File: config.mk
export PLATFORM = sky130hd
export DESIGN_NAME = pfd_loop_filter
export DESIGN_NICKNAME = d
export VERILOG_FILES = /design/src/rtl/pfd_loop_filter.sv
export SDC_FILE = /design/constraint.sdc
export NUM_CORES = 1
export LEC_CHECK = 0
export CAP_MARGIN = 20
export CORE_MARGIN = 8
export CORE_UTILIZATION = 32
export DETAILED_ROUTE_END_ITERATION = 10
export HOLD_SLACK_MARGIN = 0.06
export PLACE_DENSITY_LB_ADDON = 0.15
export REMOVE_ABC_BUFFERS = 1
export SKIP_CTS_REPAIR_TIMING = 1
export SLEW_MARGIN = 20
export SYNTH_ARGS = -nofsm -noshare
export SYNTH_HDL_FRONTEND = slang
export SYNTH_SLANG_ARGS = --single-unit
File: constraint.sdc
create_clock -name clk -period 6.8 [get_ports clk]
set_input_delay 1.36 -clock clk [delete_from_list [all_inputs] [get_ports clk]]
set_output_delay 1.36 -clock clk [all_outputs]
set_load 0.02 [all_outputs]
File: src/rtl/pfd_loop_filter.sv
// Digital charge pump and PI loop filter: measures PFD up/dn pulse widths in clk
// cycles and turns their difference into a DCO control word, with lock/saturation flags.
module pfd_loop_filter #(
  parameter int CNT_W      = 8,
  parameter int CTRL_W     = 16,
  parameter int KP_SHIFT   = 6,
  parameter int KI_SHIFT   = 2,
  parameter int INIT_CTRL  = 32768,
  parameter int LOCK_TOL   = 2,
  parameter int LOCK_COUNT = 16
) (
  input  logic                    clk,
  input  logic                    rst,
  input  logic                    up,
  input  logic                    dn,
  output logic [CTRL_W-1:0]       ctrl_word,
  output logic                    ctrl_valid,
  output logic signed [CNT_W:0]   phase_err,
  output logic                    sat,
  output logic                    locked
);

  localparam int SUM_W  = CTRL_W + CNT_W + 2;
  localparam int LOCK_W = $clog2(LOCK_COUNT + 1);
  localparam logic [CNT_W-1:0]        CNT_MAX  = '1;
  localparam logic signed [SUM_W-1:0] CTRL_MAX = {{(SUM_W-CTRL_W){1'b0}}, {CTRL_W{1'b1}}};
  localparam logic [CTRL_W-1:0]       CTRL_INIT = CTRL_W'(INIT_CTRL);

  typedef enum logic [1:0] {IDLE, MEASURE, UPDATE, DRAIN} state_e;

  state_e                   state_q, state_d;
  logic                     up_meta_q, up_meta_d, up_s_q, up_s_d;
  logic                     dn_meta_q, dn_meta_d, dn_s_q, dn_s_d;
  logic [CNT_W-1:0]         up_cnt_q, up_cnt_d, dn_cnt_q, dn_cnt_d;
  logic                     forced_q, forced_d;
  logic [CTRL_W-1:0]        integ_q, integ_d, ctrl_q, ctrl_d;
  logic                     valid_q, valid_d;
  logic signed [CNT_W:0]    perr_q, perr_d;
  logic                     sat_q, sat_d;
  logic [LOCK_W-1:0]        lock_cnt_q, lock_cnt_d;
  logic                     locked_q, locked_d;

  logic signed [CNT_W:0]    err;
  logic signed [SUM_W-1:0]  err_w, integ_sum, ctrl_sum;
  logic [CTRL_W-1:0]        integ_n, ctrl_n;
  logic                     integ_clip, ctrl_clip, up_ovf, dn_ovf, in_tol;

  function automatic logic [CTRL_W-1:0] clamp_ctrl(input logic signed [SUM_W-1:0] v);
    if (v < 0)             return '0;
    else if (v > CTRL_MAX) return '1;
    else                   return v[CTRL_W-1:0];
  endfunction

  function automatic logic out_of_range(input logic signed [SUM_W-1:0] v);
    return (v < 0) || (v > CTRL_MAX);
  endfunction

  always_comb begin
    // NOTE: every variable gets a default before the case so no path leaves one
    // unassigned; otherwise synthesis infers a latch.
    up_meta_d  = up;
    up_s_d     = up_meta_q;
    dn_meta_d  = dn;
    dn_s_d     = dn_meta_q;
    state_d    = state_q;
    up_cnt_d   = up_cnt_q;
    dn_cnt_d   = dn_cnt_q;
    forced_d   = forced_q;
    integ_d    = integ_q;
    ctrl_d     = ctrl_q;
    valid_d    = 1'b0;
    perr_d     = perr_q;
    sat_d      = sat_q;
    lock_cnt_d = lock_cnt_q;
    locked_d   = locked_q;

    // Full-width signed intermediates keep the PI sums from wrapping before the clamp.
    err        = $signed({1'b0, up_cnt_q}) - $signed({1'b0, dn_cnt_q});
    err_w      = {{(SUM_W-CNT_W-1){err[CNT_W]}}, err};
    integ_sum  = $signed({{(SUM_W-CTRL_W){1'b0}}, integ_q}) + (err_w <<< KI_SHIFT);
    integ_n    = clamp_ctrl(integ_sum);
    ctrl_sum   = $signed({{(SUM_W-CTRL_W){1'b0}}, integ_n}) + (err_w <<< KP_SHIFT);
    ctrl_n     = clamp_ctrl(ctrl_sum);
    integ_clip = out_of_range(integ_sum);
    ctrl_clip  = out_of_range(ctrl_sum);
    in_tol     = (err >= -LOCK_TOL) && (err <= LOCK_TOL);
    up_ovf     = up_s_q && (up_cnt_q == CNT_MAX);
    dn_ovf     = dn_s_q && (dn_cnt_q == CNT_MAX);

    unique case (state_q)
      IDLE: begin
        if (up_s_q || dn_s_q) begin
          up_cnt_d = {{(CNT_W-1){1'b0}}, up_s_q};
          dn_cnt_d = {{(CNT_W-1){1'b0}}, dn_s_q};
          state_d  = MEASURE;
        end
      end
      MEASURE: begin
        if (!up_s_q && !dn_s_q) begin
          state_d = UPDATE;
        end else begin
          if (up_s_q && !up_ovf) up_cnt_d = up_cnt_q + CNT_W'(1);
          if (dn_s_q && !dn_ovf) dn_cnt_d = dn_cnt_q + CNT_W'(1);
          if (up_ovf || dn_ovf) begin
            forced_d = 1'b1;
            state_d  = UPDATE;
          end
        end
      end
      UPDATE: begin
        integ_d  = integ_n;
        ctrl_d   = ctrl_n;
        perr_d   = err;
        sat_d    = integ_clip || ctrl_clip;
        valid_d  = 1'b1;
        if (!in_tol)                               lock_cnt_d = '0;
        else if (lock_cnt_q != LOCK_W'(LOCK_COUNT)) lock_cnt_d = lock_cnt_q + LOCK_W'(1);
        locked_d = (lock_cnt_d == LOCK_W'(LOCK_COUNT));
        up_cnt_d = '0;
        dn_cnt_d = '0;
        forced_d = 1'b0;
        // A forced update must not re-measure the still-high pulse.
        state_d  = forced_q ? DRAIN : IDLE;
      end
      DRAIN: begin
        if (!up_s_q && !dn_s_q) state_d = IDLE;
      end
      default: state_d = IDLE;
    endcase
  end

  // NOTE: state uses non-blocking assignments so every flop samples the values
  // from before this edge, independent of statement order.
  always_ff @(posedge clk) begin
    if (rst) begin
      // NOTE: reset is synchronous; all flops, synchronizers included, clear on the
      // edge, which also discards any measurement in progress.
      state_q    <= IDLE;
      up_meta_q  <= 1'b0;
      up_s_q     <= 1'b0;
      dn_meta_q  <= 1'b0;
      dn_s_q     <= 1'b0;
      up_cnt_q   <= '0;
      dn_cnt_q   <= '0;
      forced_q   <= 1'b0;
      integ_q    <= CTRL_INIT;
      ctrl_q     <= CTRL_INIT;
      valid_q    <= 1'b0;
      perr_q     <= '0;
      sat_q      <= 1'b0;
      lock_cnt_q <= '0;
      locked_q   <= 1'b0;
    end else begin
      state_q    <= state_d;
      up_meta_q  <= up_meta_d;
      up_s_q     <= up_s_d;
      dn_meta_q  <= dn_meta_d;
      dn_s_q     <= dn_s_d;
      up_cnt_q   <= up_cnt_d;
      dn_cnt_q   <= dn_cnt_d;
      forced_q   <= forced_d;
      integ_q    <= integ_d;
      ctrl_q     <= ctrl_d;
      valid_q    <= valid_d;
      perr_q     <= perr_d;
      sat_q      <= sat_d;
      lock_cnt_q <= lock_cnt_d;
      locked_q   <= locked_d;
    end
  end

  assign ctrl_word  = ctrl_q;
  assign ctrl_valid = valid_q;
  assign phase_err  = perr_q;
  assign sat        = sat_q;
  assign locked     = locked_q;

endmodule

Word-level counts from Yosys, hierarchy flattened
Index checks and enable logic that the tools add are counted.
{ "word_totals": {"reg_bits": 72, "word_cells": 88} }
{ "op_classes": {"addsub": 6, "magnitude_cmp": 6, "n_eq_ne": 14, "muxes": 25, "reduce_logical": 22} }
{ "op_table": {"columns": ["operator", "n"], "rows": [
  ["$mux W16", 4],
  ["$mux W8", 6],
  ["$pmux W8 S3", 2],
  ["$gt A18 B17 Y1 const B", 2],
  ["$lt A18 B1 Y1 const B", 2],
  ["$add A17 B11 Y18", 1],
  ["$add A17 B15 Y18", 1],
  ["$add A8 B1 Y8 const B", 2],
  ["$eq A8 B8 Y1 const B", 2],
  ["$mux W5", 3],
  ["$ne A2 B2 Y1 const B", 6],
  ["$mux W2", 5],
  ["$ge A9 B2 Y1 const B", 1],
  ["$le A9 B3 Y1 const B", 1],
  ["$sub A8 B8 Y9", 1],
  ["$pmux W2 S4", 1],
  ["$reduce_and A4 Y1", 2],
  ["$logic_and A1 B1 Y1", 6],
  ["$reduce_and A3 Y1", 2],
  ["$add A5 B1 Y5 const B", 1],
  ["$eq A5 B5 Y1 const B", 1],
  ["$logic_or A1 B1 Y1", 5],
  ["$ne A5 B5 Y1 const B", 1],
  ["$eq A2 B2 Y1 const B", 2],
  ["other kinds (8)", 13]
]} }

Logic depth before layout (Yosys ltp)
{ "depth": {"depth_word": 9, "mapped_depth": 30, "ltp_nobuf": 27} }

Worst setup path before layout
Ideal clock, no wire load.
{ "synth_timing": {"path_kind": "reg-to-reg", "startpoint": "reg up_cnt_q[0]", "endpoint": "reg ctrl_q[14] (netlist: ctrl_word[14])", "setup_ns": 0.117, "t_arrival_ns": 6.001, "t_required_ns": 6.683, "setup_slack_ns": 0.683, "path_stages_with_launch": 28, "path_buffers": 1, "period_less_slack_ns": 6.117, "cell_sequence": "dfxtp_1 inv_1 ha_1 fa_1 nand2b_1 a21boi_1 a311oi_1 a21oi_2 inv_2 ha_1 a21o_1 o21bai_1 a31oi_1 o21a_4 o21a_1 o31ai_4 buf_2 o21a_1 ha_1 fa_1 and2_1 o21ai_0 a21oi_1 o22ai_1 o31ai_1 o32a_4 or3_1 a22o_1"} }
{ "synth_via": {"elab_chain_len": 9, "word_cells_on_any_way": 11, "cone_classes": "add/sub (3); order compare (4); mux (4)"} }
{ "synth_lines": {"columns": ["element", "line_no", "source"], "rows": [
  ["start: declaration", "34", "logic [CNT_W-1:0] up_cnt_q, up_cnt_d, dn_cnt_q, dn_cnt_d;"],
  ["start signal: assignment", "159", "up_cnt_q <= up_cnt_d;"],
  ["$sub A8 B8 Y9 *", "78", "err = $signed({1'b0, up_cnt_q}) - $signed({1'b0, dn_cnt_q});"],
  ["via err[8]", "43", "logic signed [CNT_W:0] err;"],
  ["$add A17 B11 Y18 *", "80", "integ_sum = $signed({{(SUM_W-CTRL_W){1'b0}}, integ_q}) + (err_w <<< KI_SHIFT);"],
  ["$gt A18 B17 Y1", "50", "else if (v > CTRL_MAX) return '1;"],
  ["$mux W16", "50", null],
  ["$mux W16 *", "49", "if (v < 0) return '0;"],
  ["via integ_n[6]", "45", "logic [CTRL_W-1:0] integ_n, ctrl_n;"],
  ["$add A17 B15 Y18 *", "82", "ctrl_sum = $signed({{(SUM_W-CTRL_W){1'b0}}, integ_n}) + (err_w <<< KP_SHIFT);"],
  ["$gt A18 B17 Y1", "50", null],
  ["$mux W16", "50", null],
  ["$mux W16 *", "49", null],
  ["end signal: assignment", "163", "ctrl_q <= ctrl_d;"],
  ["end: declaration", "36", "logic [CTRL_W-1:0] integ_q, integ_d, ctrl_q, ctrl_d;"]
]} }
The timed path passes the listed nets; every way through them passes the cells marked *.
A chain may end at the register's enable or synchronous reset.

Worst setup path after layout
Ends and elaborated chain as after synthesis.

==> results.yml <==
timing:
  min_period_over_period_pct: 93.2
  final_hold_viol_count: 0
  min_period_ns: 6.34
  layout_setup_ws_ns: 0.462
  finalClockSkew_ns: 0.00839
  rsz0062_at_grt: "false"
  tightest_slew_ns: 0.761
  finalSetupViolations: 0
  relSlewSlack_pct: 49.2
  maxSlewViolCount: 0
  setup_tns_ns: 0
  max_freq_ghz: 0.158
logic_synthesis:
  yosysMostFrequentCell: "dfxtp_1"
  ys_ff_latch: 72
  synth_area_leaders: "dfxtp_1 (30%), ha_1 (11%), nor2_1 (5.3%)"
  async_reset_ff_share_pct: 0
  ys_types: 64
  syn_area_um2: 4780
  synthFlopType: "dfxtp_1"
  synth_cells: 574
  yosys_warnings: 0
  synth_edf_count: 0
  avgSynthCellArea_um2: 8.34
  synth_commonest_cells: "dfxtp_1 (72), nor2_1 (68), ha_1 (42)"
  synth_top_area_share_pct: 30.1
  yosysSeqAreaShare_pct: 30.1
  yosysTopAreaCell: "dfxtp_1"
setup_path:
  critPathMaxStageDelay_ns: 0.40
  cp.buffers_inverters: 3
  path_max_fanout: 16
  required_ns: 7.04
  cp_common_cell: "ha_1"
  crit_slowest_cell: "dfxtp_1"
  cp_top_family: "compound AO/OA/AOI/OAI gates"
  crit_type: "flop to flop"
  end_kind: "flop"
  start_kind: "flop"
  cp.arrival_ns: 6.57
layout:
  stdcell_area_um2: 5690
  drive_above_1_share_pct: 9.25
  nets: 662
  area_growth_pct: 18.9
  utilization_pct: 39.0
  antennaDiodeCount: 0
floorplanning:
  io_pins: 32
  core-area_um2: 14600
  rows: 44
  dieArea_um2: 19100
  fp.dieW_um: 138
  initial_utilization_pct: 32.8
  die_h_um: 138
global_route:
  grt_pass1_vias: 3996
  grt_use_total_pct: 12.9
  grt_pass1_wl_mm: 20.6
  overflow: 0
  grt_max_degree: 45
  antenna_found_initial: 0
drt:
  m1WireLength_mm: 6.33
  post-route-drc-count: 0
  ant_nets: 0
  top_layer: "met4"
  avgRoutedWirePerCell_um: 15.0
  wl_met2_mm: 4.99
  wl_met3_um: 515
  avgViaCountPerCell: 5.14
  drt_iter0_drc: 193
  vias: 4115
  drt_first_pass_iters: 4
  drt_wl_total_mm: 12.0
power_and_ir_drop:
  p_per_area_nw_per_um2: 358
  max-vdd-ir-drop_uv: 140
  total_power_w: 0.00204
  p_leak_nw: 2.21
run:
  drv_cap: 0
cts:
  insertion_delay_ns: 0.35
  cts.sink_count: 72
  clockBufferDepth: 2
  root_buffer: "clkbuf_16"
  numCtsBuffers: 9
  htree_levels: 3
  cts_tree: "yes"
  path_clk_slew_ns: 0.06
status:
  status: "finished clean"
placement:
  routabilityCongestion: 0.880
  portBuffers: 31
  hpwlAfterDp_mm: 9.01
  placed_area_um2: 5350
  pre_cts_ws_ns: 0.150
worst_hold_path:
  hp-class: "flop to flop"
sequential cells by signal, indices dropped and copies added, names as in the netlist, 2 cells and up:
register / cells
phase_err: 9
lock_cnt_q: 5
ctrl_word: 16
integ_q: 16
up_cnt_q: 8
state_q: 2
dn_cnt_q: 8
routing by layer:
layer / vias up / GRT usage, %
li1: 2151 / -
met2: 73 / 18.5
met1: 1876 / 17.9
met4: 0 / 4.81
met5: - / 0
met3: 15 / 3.42
cell families (layout without fill, tap and decap cells):
family                     count (synthesis)  count (layout)  synth area share (%)
muxes                                     20              20                  4.18
buffers and inverters                     51              93                  4.24
and+or+nand+nor                          189             189                  18.9
adders and majority gates                 45              45                  12.2
AOI/OAI and AO/OA                        165             165                  24.4
DFF                                       72              72                  30.1
xor gates and xnor gates                  32              32                  5.86
worst register-to-register path, cell delays in order (launching register included):
cell	delay, ns
dfxtp_1	0.40
inv_1	0.08
ha_1	0.21
fa_1	0.39
nand2b_1	0.16
a21boi_1	0.19
a311oi_1	0.17
a21oi_2	0.20
inv_2	0.07
buf_4	0.18
ha_1	0.39
a211o_1	0.33
nor3_2	0.17
a31oi_2	0.17
o2111ai_1	0.22
o31ai_4	0.17
o21a_1	0.23
ha_1	0.21
fa_1	0.39
and2_1	0.18
o21ai_0	0.18
a21oi_1	0.13
o22ai_2	0.24
o31ai_1	0.11
o32a_4	0.40
or3_1	0.40
a22o_1	0.24
path summary, 6_finish.rpt:
kind	to	start	slack, ns	cells past startpoint
setup reg to reg	ctrl_word[14]	up_cnt_q[0]	0.46	26
hold / removal	up_s_q	up_meta_q	0.44	1
setup / recovery	ctrl_word[14]	up_cnt_q[0]	0.46	26
hold reg to reg	up_s_q	up_meta_q	0.44	1
final cells by class:
class,count,area [um2]
Clock inverter,2,38.8
Tap cell,184,230
Clock buffer,12,267
Inverter,31,116
Sequential cell,72,1440
Fill cell,1472,8900
Timing Repair Buffer,48,433
Multi-Input combinational cell,451,3160
cell usage in the layout (no fill, tap or decap), types with 17 or more instances in the layout:
master           count
a21oi_1             39
buf_4               17
clkdlybuf4s50_1     30
dfxtp_1             72
ha_1                41
inv_1               30
mux2i_1             20
nand2_1             37
nor2_1              68
o21ai_0             32
xnor2_1             22
where the power goes:
part           total [W]  internal [W]  switching, W
Clock           0.000496      0.000311      0.000185
Sequential      0.000475      0.000451     0.0000232
Combinational    0.00107      0.000432      0.000635
Total            0.00204       0.00119      0.000843
per-stage QoR:
| stage | hold WS [ns] | instances |
|---|---|---|
| after CTS | 0.447 | 798 |
| after detailed placement | 0.434 | 784 |
| after global routing | 0.457 | 800 |
| after global placement | 0.424 | 784 |
| after floorplan | 0.414 | 554 |
| final | 0.442 | 800 |
No activity file was read; power rests on OpenSTA's default activity.
